<file path="src/rtl/nn_layer1_mac_neuron.sv">
// Single layer-1 neuron: multiply-accumulate over N_IN samples, add bias, ReLU,
// saturate, then hand the result downstream on a valid/ready handshake.
module nn_layer1_mac_neuron #(
  parameter int unsigned N_IN   = 3,
  parameter int unsigned DATA_W = 8,
  parameter int unsigned FRAC_W = 4,
  parameter int unsigned ACC_W  = 20,
  localparam int unsigned AW    = $clog2(N_IN + 1)
) (
  input  logic                     clk,
  input  logic                     rst,
  input  logic                     ack,
  input  logic signed [DATA_W-1:0] x_in,
  input  logic                     ack_mac,
  input  logic                     w_wr,
  input  logic [AW-1:0]            w_addr,
  input  logic [DATA_W-1:0]        w_data,
  output logic [DATA_W-1:0]        y_out,
  output logic                     y_valid,
  input  logic                     y_ready,
  output logic                     busy,
  output logic                     ovf
);

  localparam int unsigned PW = 2 * DATA_W;
  localparam logic signed [ACC_W-1:0] MaxOut = ACC_W'((1 << (DATA_W - 1)) - 1);

  typedef enum logic [2:0] {StIdle, StAccum, StBias, StAct, StOut} state_e;

  state_e                    state_q, state_d;
  logic signed [ACC_W-1:0]   acc_q, acc_d;
  logic [AW-1:0]             idx_q, idx_d;
  logic                      ack_mac_q;
  logic [DATA_W-1:0]         y_q, y_d;
  logic                      y_valid_q, y_valid_d;
  logic                      ovf_q, ovf_d;
  logic                      wr_en;

  // Coefficients are deliberately left out of reset so a reset keeps the loaded model.
  logic signed [DATA_W-1:0]  weight_q [N_IN];
  logic signed [DATA_W-1:0]  bias_q;

  logic                      rise;
  logic signed [DATA_W-1:0]  w_sel;
  logic signed [PW-1:0]      prod;
  logic signed [ACC_W-1:0]   prod_ext;
  logic signed [ACC_W-1:0]   bias_sh;
  logic signed [ACC_W-1:0]   t;

  assign rise = ack_mac & ~ack_mac_q;

  // Weight for the current sample; idx only reaches N_IN once all samples are in.
  always_comb begin
    w_sel = '0;
    if (state_q == StIdle) begin
      w_sel = weight_q[0];
    end else if (idx_q < AW'(N_IN)) begin
      w_sel = weight_q[idx_q];
    end
  end

  assign prod     = x_in * w_sel;
  assign prod_ext = {{(ACC_W - PW){prod[PW-1]}}, prod};
  // Bias is aligned to the product format, which carries 2*FRAC_W fractional bits.
  assign bias_sh  = {{(ACC_W - DATA_W - FRAC_W){bias_q[DATA_W-1]}}, bias_q, {FRAC_W{1'b0}}};
  assign t        = acc_q >>> FRAC_W;

  // Next-state and datapath updates for the neuron sequencer.
  always_comb begin
    state_d   = state_q;
    acc_d     = acc_q;
    idx_d     = idx_q;
    y_d       = y_q;
    y_valid_d = y_valid_q;
    ovf_d     = ovf_q;
    wr_en     = 1'b0;
    unique case (state_q)
      StIdle: begin
        wr_en = w_wr;
        if (ack) begin
          acc_d   = prod_ext;
          idx_d   = AW'(1);
          state_d = StAccum;
        end
        if (rise) state_d = StBias;
      end
      StAccum: begin
        if (ack) begin
          if (idx_q < AW'(N_IN)) begin
            acc_d = acc_q + prod_ext;
            idx_d = idx_q + AW'(1);
          end else begin
            ovf_d = 1'b1;
          end
        end
        if (rise) state_d = StBias;
      end
      StBias: begin
        acc_d   = acc_q + bias_sh;
        state_d = StAct;
      end
      StAct: begin
        if (t[ACC_W-1]) begin
          y_d = '0;
        end else if (t > MaxOut) begin
          y_d = MaxOut[DATA_W-1:0];
        end else begin
          y_d = t[DATA_W-1:0];
        end
        y_valid_d = 1'b1;
        state_d   = StOut;
      end
      StOut: begin
        if (y_ready) begin
          y_valid_d = 1'b0;
          acc_d     = '0;
          idx_d     = '0;
          state_d   = StIdle;
        end
      end
      default: state_d = StIdle;
    endcase
  end

  // Control and datapath registers with synchronous reset.
  always_ff @(posedge clk) begin
    if (rst) begin
      state_q   <= StIdle;
      acc_q     <= '0;
      idx_q     <= '0;
      ack_mac_q <= 1'b0;
      y_q       <= '0;
      y_valid_q <= 1'b0;
      ovf_q     <= 1'b0;
    end else begin
      state_q   <= state_d;
      acc_q     <= acc_d;
      idx_q     <= idx_d;
      ack_mac_q <= ack_mac;
      y_q       <= y_d;
      y_valid_q <= y_valid_d;
      ovf_q     <= ovf_d;
    end
  end

  // Coefficient store, writable only while idle.
  always_ff @(posedge clk) begin
    if (!rst && wr_en) begin
      if (w_addr < AW'(N_IN)) begin
        weight_q[w_addr] <= w_data;
      end else if (w_addr == AW'(N_IN)) begin
        bias_q <= w_data;
      end
    end
  end

  assign y_out   = y_q;
  assign y_valid = y_valid_q;
  assign busy    = (state_q != StIdle);
  assign ovf     = ovf_q;

endmodule

</file>
<file path="config.mk">
export PLATFORM = sky130hd
export DESIGN_NAME = nn_layer1_mac_neuron
export DESIGN_NICKNAME = d
export VERILOG_FILES = /design/src/rtl/nn_layer1_mac_neuron.sv
export SDC_FILE = /design/constraint.sdc
export NUM_CORES = 1
export LEC_CHECK = 0
export CORE_ASPECT_RATIO = 0.8
export CORE_MARGIN = 4
export CORE_UTILIZATION = 53
export CTS_CLUSTER_DIAMETER = 40
export DETAILED_ROUTE_END_ITERATION = 7
export PLACE_DENSITY_LB_ADDON = 0.12
export SYNTH_ARGS = -nofsm -noshare
export SYNTH_HDL_FRONTEND = slang
export SYNTH_SLANG_ARGS = --single-unit
</file>
<file path="constraint.sdc">
create_clock -name clk -period 10.31 [get_ports clk]
set_clock_uncertainty 0.15 [all_clocks]
set_input_delay 2.062 -clock clk [delete_from_list [all_inputs] [get_ports clk]]
set_output_delay 2.062 -clock clk [all_outputs]
set_load 0.01 [all_outputs]
</file>
==> impl_metrics.env, run 1 <==
export IMPL_status="complete, no violations"
export IMPL_cp_max_fo=8
export IMPL_yosysSeqAreaShare=0.244
export IMPL_synth_cells=787
export IMPL_hold_viol=0
export IMPL_die_h_um=111
export IMPL_clock_path_buffers=2
export IMPL_syn_nets=933
export IMPL_drtIter0Drc=438
export IMPL_grt_overflow=0
export IMPL_clk_latency_ns=0.34
export IMPL_worstHoldPathType="register to register"
export IMPL_grt_pass1_vias=5635
export IMPL_pre_cts_ws_ns=1.95
export IMPL_dp_hpwl_um=13000
export IMPL_grt_usage=0.226
export IMPL_portBuffers=34
export IMPL_cts_resized=0
export IMPL_ios=35
export IMPL_r2r_setup_slack_ns=2.55
export IMPL_viasPerCell=5.73
export IMPL_setup_ws_ns=2.27
export IMPL_synth_top_area_cell="fa_1"
export IMPL_nets=965
export IMPL_totalWireLength_um=16500
export IMPL_synth_async_sr_flop_share=0
export IMPL_start_util=0.545
export IMPL_yosys_cell_types_count=65
export IMPL_min_period_over_period=0.780
export IMPL_antenna_found_initial=0
export IMPL_tightest_slew_ns=1.15
export IMPL_crit_path_start_kind="input port"
export IMPL_finalSetupTns_ns=0
export IMPL_postCtsSetupRepairBufs=0
export IMPL_core_area_um2=12900
export IMPL_hold_depth=2
export IMPL_drc_errors=0
export IMPL_rows=37
export IMPL_mostFrequentLayoutCells="inv_1, nor2_1, ha_1"
export IMPL_drv_cap=0
export IMPL_cts_hold_buf=0
export IMPL_yosysWarnings=0
export IMPL_cts_inserted_buffers=9
export IMPL_fin_crit_ns=8.04
export IMPL_die_area_um2=15200
export IMPL_die_width_um=137
export IMPL_synthTopCellsByArea="fa_1, edfxtp_1, ha_1"
export IMPL_synth_top_cell_area_share=0.162
export IMPL_synth_top_flop_cell="dfxtp_1"
export IMPL_drive_above_1_share=0.0437
export IMPL_setup_viol=0
export IMPL_n_antenna_cell=0
export IMPL_firstDrtPassIters=5
export IMPL_cp_slowest_cell="fa_1"
export IMPL_root_buffer="clkbuf_16"
export IMPL_cts_clk_slew_worst_paths_ns=0.06
export IMPL_cpPeakStageDelay_ns=0.55
export IMPL_critical_path_class="input port to register"
export IMPL_cp_common_cell="fa_1"
export IMPL_reg2reg_depth=27
export IMPL_antenna_left=0
export IMPL_cp_end_kind="register"
export IMPL_synth_edf_count=32
export IMPL_layout_commonest_cell="inv_1"
export IMPL_critPathRequiredTime_ns=10.38
export IMPL_gp_congestion=0.949
export IMPL_routedWlPerCell_um=16.5
export IMPL_rsz0062_at_grt="no"
export IMPL_synth_avg_cell_area_um2=8.95
export IMPL_grt_pass1_wl_um=27700
export IMPL_path_cells="clkdlybuf4s50_1 > or2_2 > fa_1 > fa_1 > inv_1 > fa_1 > inv_1 > fa_1 > inv_1 > ha_1 > o21ai_1 > nor2_1 > o21ai_0 > nand2_1 > xor2_1 > ha_1 > a21o_1 > a21oi_1 > nor2_1 > a21oi_1 > nand4_1 > a41oi_1 > xor2_1 > o22ai_1"
export IMPL_fmax_mhz=124
export IMPL_grt_max_degree=37
export IMPL_h_tree_depth=3
export IMPL_numClockSinks=70
export IMPL_vias=5724
export IMPL_cts_tree="yes"
export IMPL_ys_ff_latch=70
export IMPL_cp_data_arrival_time_ns=8.11
export IMPL_syn_area_um2=7050
export IMPL_max_slew_margin=0.228
export IMPL_syn2layout_area_growth_pct=11.9
export IMPL_slew_violations=0
==> synth_stat cells (4+ instances only) <==
cell and n:
a211oi_1 16, a21o_1 11, a21oi_1 47, a221oi_1 7
a22oi_1 14, a31oi_1 6, and3_1 4, clkbuf_1 14
dfxtp_1 38, edfxtp_1 32, fa_1 57, ha_1 65
inv_1 105, mux2i_1 9, nand2_1 37, nand2b_1 21
nand3_1 11, nor2_1 76, nor2b_1 50, nor3_1 25
o21a_1 6, o21ai_0 30, o21bai_1 6, or3_1 5
xnor2_1 24, xor2_1 10
==> flip-flops by register name, indices dropped and copies added (netlist names), named ones only <==
| register | count |
|---|---|
| acc_q | 20 |
| ack_mac_q | 1 |
| bias_q | 8 |
| idx_q | 2 |
| ovf | 1 |
| state_q | 3 |
| weight_q | 24 |
| y_out | 8 |
| y_valid | 1 |
==> path summary, 6_finish.rpt <==
path / end / startpoint
max: acc_q[18] / x_in[0]
min: ovf / ovf
max reg2reg: acc_q[18] / state_q[1]
min reg2reg: ovf / ovf
==> cells by family after synthesis <==
| logic type | Yosys count | synth area share |
|---|---|---|
| buf+inv | 124 | 0.0678 |
| flops | 70 | 0.244 |
| mux | 9 | 0.0128 |
| compound gates | 177 | 0.169 |
| fa+ha+maj | 122 | 0.277 |
| simple gates | 248 | 0.179 |
| xor+xnor | 37 | 0.0501 |
==> final cells by class <==
cell class	count	area (µm²)
fill	1101	5030
sequential	70	1720
multi-input combinational	593	4850
clock inverter	7	87.6
tap	175	219
timing repair buffer	40	385
inverter	105	394
clock buffer	9	225
==> critical path, delay by kind of cell <==
| kind | cells | cell delay [ns] |
|---|---|---|
| compound gates | 7 | 1.40 |
| xor+xnor | 2 | 0.41 |
| buf+inv | 4 | 0.67 |
| fa+ha+maj | 6 | 2.75 |
| simple gates | 5 | 0.80 |
==> layer usage <==
layer | part of all wire | up-vias | routed length (µm) | GRT usage
met2 | 0.47 | 149 | 7760 | 0.358
met3 | 0.045 | 23 | 743 | 0.0349
met1 | 0.47 | 2775 | 7750 | 0.323
met4 | 0.013 | 0 | 212 | 0.0578
met5 | 0 | - | 0 | 0
li1 | - | 2777 | - | -
==> metrics by stage <==
step / hold slack (ns) / utilization / instances / instance area, µm²
2_1_floorplan: 0.313 / - / 787 / 7050
3_3_place_gp: 0.307 / 0.586 / 983 / 7570
3_5_place_dp: 0.317 / 0.586 / 983 / 7570
4_1_cts: 0.334 / 0.611 / 999 / 7890
5_1_grt: 0.376 / 0.611 / 999 / 7890
6_report: 0.327 / 0.611 / 999 / 7890
Power of run 1 is left out: the tool's default activity adds up to more than one toggle a clock period on the data nets, which glitch-free logic cannot reach.
==> inputs of run 2 (changes only) <==
==> constraint.sdc (replaced) <==
create_clock -name clk -period 7.84 [get_ports clk]
set_clock_uncertainty 0.15 [all_clocks]
set_input_delay 1.568 -clock clk [delete_from_list [all_inputs] [get_ports clk]]
set_output_delay 1.568 -clock clk [all_outputs]
set_load 0.01 [all_outputs]
==> run 2 against run 1 <==
- routed wire length fell by 0.39%
- worst hold slack got worse by 0.00080 ns
- sequential cell count did not move
- non-clock buffer count rose by 11
- global-route usage rose by 0.16 points
- critical path type unchanged
- clock-buffer cell count did not move
- sequential share of layout area fell by 0.35 points
- final cell count rose by 1.0%
- cell area rose by 1.7%
- worst setup slack got worse by 1.9 ns
- core utilization rose by 1.0 points
==> impl_metrics.env, run 2 (synthesized netlist as in run 1, its figures left out) <==
export IMPL_h_tree_depth=3
export IMPL_drive_above_1_share=0.0588
export IMPL_hold_viol=0
export IMPL_ios=35
export IMPL_critPathRequiredTime_ns=7.90
export IMPL_grt_use_met1=0.328
export IMPL_top_regs="weight_q: 24 flops, acc_q: 20 flops"
export IMPL_grt_max_degree=37
export IMPL_numClockSinks=70
export IMPL_totalWireLength_um=16400
export IMPL_dp_hpwl_um=13000
export IMPL_fmax_mhz=134
export IMPL_rows=37
export IMPL_viasPerCell=5.75
export IMPL_min_period_over_period=0.949
export IMPL_crit_path_start_kind="input port"
export IMPL_largest_register_ff_count=24
export IMPL_die_area_um2=15200
export IMPL_antenna_left=0
export IMPL_cts_clk_slew_worst_paths_ns=0.06
export IMPL_grt_usage=0.228
export IMPL_use_met2=0.355
export IMPL_tightest_slew_ns=1.34
export IMPL_worstHoldPathType="register to register"
export IMPL_drv_cap=0
export IMPL_fin_util=0.621
export IMPL_busiest_layer="met2"
export IMPL_regMostFlops="weight_q"
export IMPL_reg2reg_depth=26
export IMPL_core_area_um2=12900
export IMPL_clk_latency_ns=0.34
export IMPL_grtUsageMet3=0.0417
export IMPL_hold_depth=2
export IMPL_cp_end_kind="register"
export IMPL_grt_pass1_wl_um=28000
export IMPL_cp_max_fo=8
export IMPL_root_buffer="clkbuf_16"
export IMPL_die_h_um=111
export IMPL_timing_hold_ws_ns=0.327
export IMPL_drc_errors=0
export IMPL_setup_viol=0
export IMPL_cts_tree="yes"
export IMPL_syn2layout_area_growth_pct=13.8
export IMPL_mostFrequentLayoutCells="inv_1, nor2_1, ha_1"
export IMPL_grt_pass1_vias=5779
export IMPL_portBuffers=34
export IMPL_start_util=0.545
export IMPL_gp_congestion=0.877
export IMPL_rsz0062_at_grt="no"
export IMPL_finalSetupTns_ns=0
export IMPL_status="complete, no violations"
export IMPL_critical_path_class="input port to register"
export IMPL_cts_inserted_buffers=9
export IMPL_layout_commonest_cell="inv_1"
export IMPL_firstDrtPassIters=5
export IMPL_r2r_setup_slack_ns=0.61
export IMPL_die_width_um=137
export IMPL_n_antenna_cell=0
export IMPL_nets=976
export IMPL_vias=5797
export IMPL_fin_crit_ns=7.44
export IMPL_slew_violations=0
export IMPL_cp_data_arrival_time_ns=7.50
export IMPL_routedWlPerCell_um=16.3
export IMPL_antenna_found_initial=0
export IMPL_clock_path_buffers=2
export IMPL_grt_overflow=0
export IMPL_max_slew_margin=0.103
export IMPL_drtIter0Drc=385
-- run 2: final cells by class --
cell class	instances	area [µm²]
repair buffers	51	470
inverters	105	394
clock buffers	9	225
multi-input cells	593	4880
well taps	175	219
clock inverters	6	110
fillers	1087	4900
flip-flops and latches	70	1720
-- run 2: worst paths after layout --
kind                                 start        end
worst max-delay path               x_in[2]  acc_q[16]
worst min register to register         ovf        ovf
worst min-delay path                   ovf        ovf
worst max register to register  state_q[2]  acc_q[17]
-- run 2: metal layers --
metal | up-vias | wire length (µm)
met3 | 20 | 767
met1 | 2838 | 7660
met2 | 140 | 7750
met4 | 0 | 218
li1 | 2799 | -
met5 | - | 0
-- run 2: critical path, cell delays in order --
cell and delay [ns]:
clkdlybuf4s50_1 0.64, nor2b_1 0.23, fa_1 0.47, fa_1 0.54, fa_1 0.55, inv_1 0.06, fa_1 0.53, inv_1 0.05
ha_1 0.32, o21ai_0 0.24, nand2b_1 0.09, and3_4 0.19, o41ai_4 0.31, nor3_2 0.13, nor3_4 0.38, ha_1 0.33
a21oi_1 0.17, o21ai_0 0.17, a21o_1 0.21, a32oi_1 0.23, a211oi_1 0.11
-- run 2: timing repair --
action / 4_1_cts / 5_1_grt
hold buffers: 0 / 0
hold endpoints to repair: 0 / 0
buffers inserted: 0 / 0
setup endpoints to repair: 0 / 5
resized for setup: 0 / 5
-- run 2: through the flow --
stage / instances / instance area (µm²) / setup WS [ns]
finish: 1009 / 8020 / 0.400
global route: 1009 / 8020 / 0.00422
CTS: 1009 / 7990 / 0.253
detailed placement: 994 / 7660 / 0.00140
global placement: 994 / 7660 / 0.133
floorplan: 787 / 7050 / 0.882
Power of run 2 is left out for the same reason.
==> inputs of run 3 (changes only) <==
--- a/config.mk
+++ b/config.mk
@@ -6,7 +6,7 @@
 export NUM_CORES = 1
 export LEC_CHECK = 0
 export CORE_ASPECT_RATIO = 0.8
-export CORE_MARGIN = 4
+export CORE_MARGIN = 3
 export CORE_UTILIZATION = 53
 export CTS_CLUSTER_DIAMETER = 40
 export DETAILED_ROUTE_END_ITERATION = 7
==> constraint.sdc (replaced) <==
create_clock -name clk -period 7.84 [get_ports clk]
set_clock_uncertainty 0.15 [all_clocks]
set_input_delay 1.568 -clock clk [delete_from_list [all_inputs] [get_ports clk]]
set_output_delay 1.568 -clock clk [all_outputs]
set_load 0.02 [all_outputs]
==> run 3 against run 2 <==
- critical endpoint is now acc_q[18]
- core utilization shrank 0.49 points
- critical path depth did not move
- worst hold slack gained 0.0095 ns
==> impl_metrics.env, run 3 (synthesized netlist as in run 1, its figures left out) <==
export IMPL_multiInputGateArea_um2=4870
export IMPL_slew_violations=0
export IMPL_clock_path_buffers=2
export IMPL_antenna_found_initial=0
export IMPL_root_buffer="clkbuf_16"
export IMPL_grt_pass1_wl_um=27600
export IMPL_hold_end="y_out[0]"
export IMPL_reg2reg_depth=28
export IMPL_min_period_over_period=0.946
export IMPL_r2r_setup_slack_ns=0.60
export IMPL_numClockSinks=70
export IMPL_cts_inserted_buffers=9
export IMPL_layout_commonest_cell="inv_1"
export IMPL_antenna_left=0
export IMPL_totalWireLength_um=16300
export IMPL_cts_clk_slew_worst_paths_ns=0.07
export IMPL_drive_above_1_share=0.0588
export IMPL_cp_end_kind="register"
export IMPL_n_antenna_cell=0
export IMPL_cp_max_fo=8
export IMPL_hold_depth=2
export IMPL_cts_hold_buf=0
export IMPL_portBuffers=34
export IMPL_grt_max_degree=37
export IMPL_dp_hpwl_um=12900
export IMPL_setup_viol=0
export IMPL_firstDrtPassIters=5
export IMPL_viasPerCell=5.66
export IMPL_fin_util=0.616
export IMPL_h_tree_depth=3
export IMPL_regMostFlops="weight_q"
export IMPL_vias=5715
export IMPL_drc_errors=0
export IMPL_rr_startpoint="state_q[2]"
export IMPL_syn2layout_area_growth_pct=12.9
export IMPL_grt_usage=0.234
export IMPL_final_area_um2=7950
export IMPL_die_h_um=109
export IMPL_finalSetupTns_ns=0
export IMPL_max_slew_margin=0.150
export IMPL_worstHoldPathType="register to register"
export IMPL_crit_path_start_kind="input port"
export IMPL_gp_congestion=0.888
export IMPL_rr_endpoint="acc_q[17]"
export IMPL_nets=975
export IMPL_cts_tree="yes"
export IMPL_grt_overflow=0
export IMPL_fin_crit_ns=7.42
export IMPL_mostFrequentLayoutCells="inv_1, nor2_1, ha_1"
export IMPL_cts_resized=0
export IMPL_ios=35
export IMPL_routedWlPerCell_um=16.1
export IMPL_hold_viol=0
export IMPL_largest_register_ff_count=24
export IMPL_drv_cap=0
export IMPL_die_width_um=135
export IMPL_grt_pass1_vias=5691
export IMPL_nFillCells=1112
export IMPL_status="complete, no violations"
export IMPL_seqCellArea_um2=1720
export IMPL_fmax_mhz=135
export IMPL_rsz0062_at_grt="no"
export IMPL_clk_latency_ns=0.34
export IMPL_core_area_um2=12900
export IMPL_cp_data_arrival_time_ns=7.50
export IMPL_critical_path_class="input port to register"
export IMPL_placed_cell_area_um2=7650
export IMPL_rows=37
export IMPL_timing_hold_ws_ns=0.336
export IMPL_min_from="y_out[0]"
export IMPL_postCtsSetupRepairBufs=0
export IMPL_critPathRequiredTime_ns=7.92
export IMPL_tightest_slew_ns=1.27
export IMPL_die_area_um2=14700
export IMPL_drtIter0Drc=366
export IMPL_start_util=0.545
export IMPL_top_regs="weight_q: 24 flops, acc_q: 20 flops"
run 3: area by class of cell:
cell class | instances | share of cell area
multi-input combinational | 593 | 0.612
clock inverter | 7 | 0.00787
timing repair buffer | 50 | 0.0579
clock buffer | 9 | 0.0283
sequential | 70 | 0.216
inverter | 105 | 0.0496
tap | 175 | 0.0275
run 3: worst max-delay path, stage by stage:
cell             delay [ns]
clkdlybuf4s50_1        0.65
nor2b_1                0.22
fa_1                   0.46
fa_1                   0.55
fa_1                   0.55
inv_1                  0.05
fa_1                   0.53
inv_1                  0.04
ha_1                   0.32
o21ai_0                0.23
nand2b_1               0.08
and3_4                 0.18
o41ai_4                0.32
nor3_2                 0.13
nor3_4                 0.30
ha_1                   0.32
a21oi_1                0.17
o21ai_0                0.20
a41oi_1                0.32
xor2_1                 0.18
o22ai_1                0.10
run 3: per-layer routing:
layer / part of all wire / GRT usage / vias up
met2: 0.48 / 0.381 / 115
li1: - / - / 2805
met4: 0.011 / 0.0596 / 0
met1: 0.47 / 0.331 / 2782
met3: 0.040 / 0.0323 / 13
met5: 0 / 0 / -
run 3: worst max-delay path by stage:
stage                            to  depth (start not counted)  slack, ns    start
final                     acc_q[18]                         21       0.42  x_in[2]
after global routing      acc_q[17]                         24       0.02  x_in[3]
after CTS                 acc_q[17]                         24       0.34  x_in[3]
after detailed placement  acc_q[17]                         24       0.02  x_in[3]
after global placement    acc_q[18]                         21       0.10  x_in[2]
after floorplan           acc_q[17]                         22       0.88  x_in[0]
run 3: metrics by stage:
stage | setup WS (ns) | std cells
5_1_grt | 0.0233 | 1009
3_3_place_gp | 0.101 | 993
6_report | 0.422 | 1009
3_5_place_dp | 0.0188 | 993
4_1_cts | 0.336 | 1009
2_1_floorplan | 0.882 | 787
Power of run 3 is left out for the same reason.
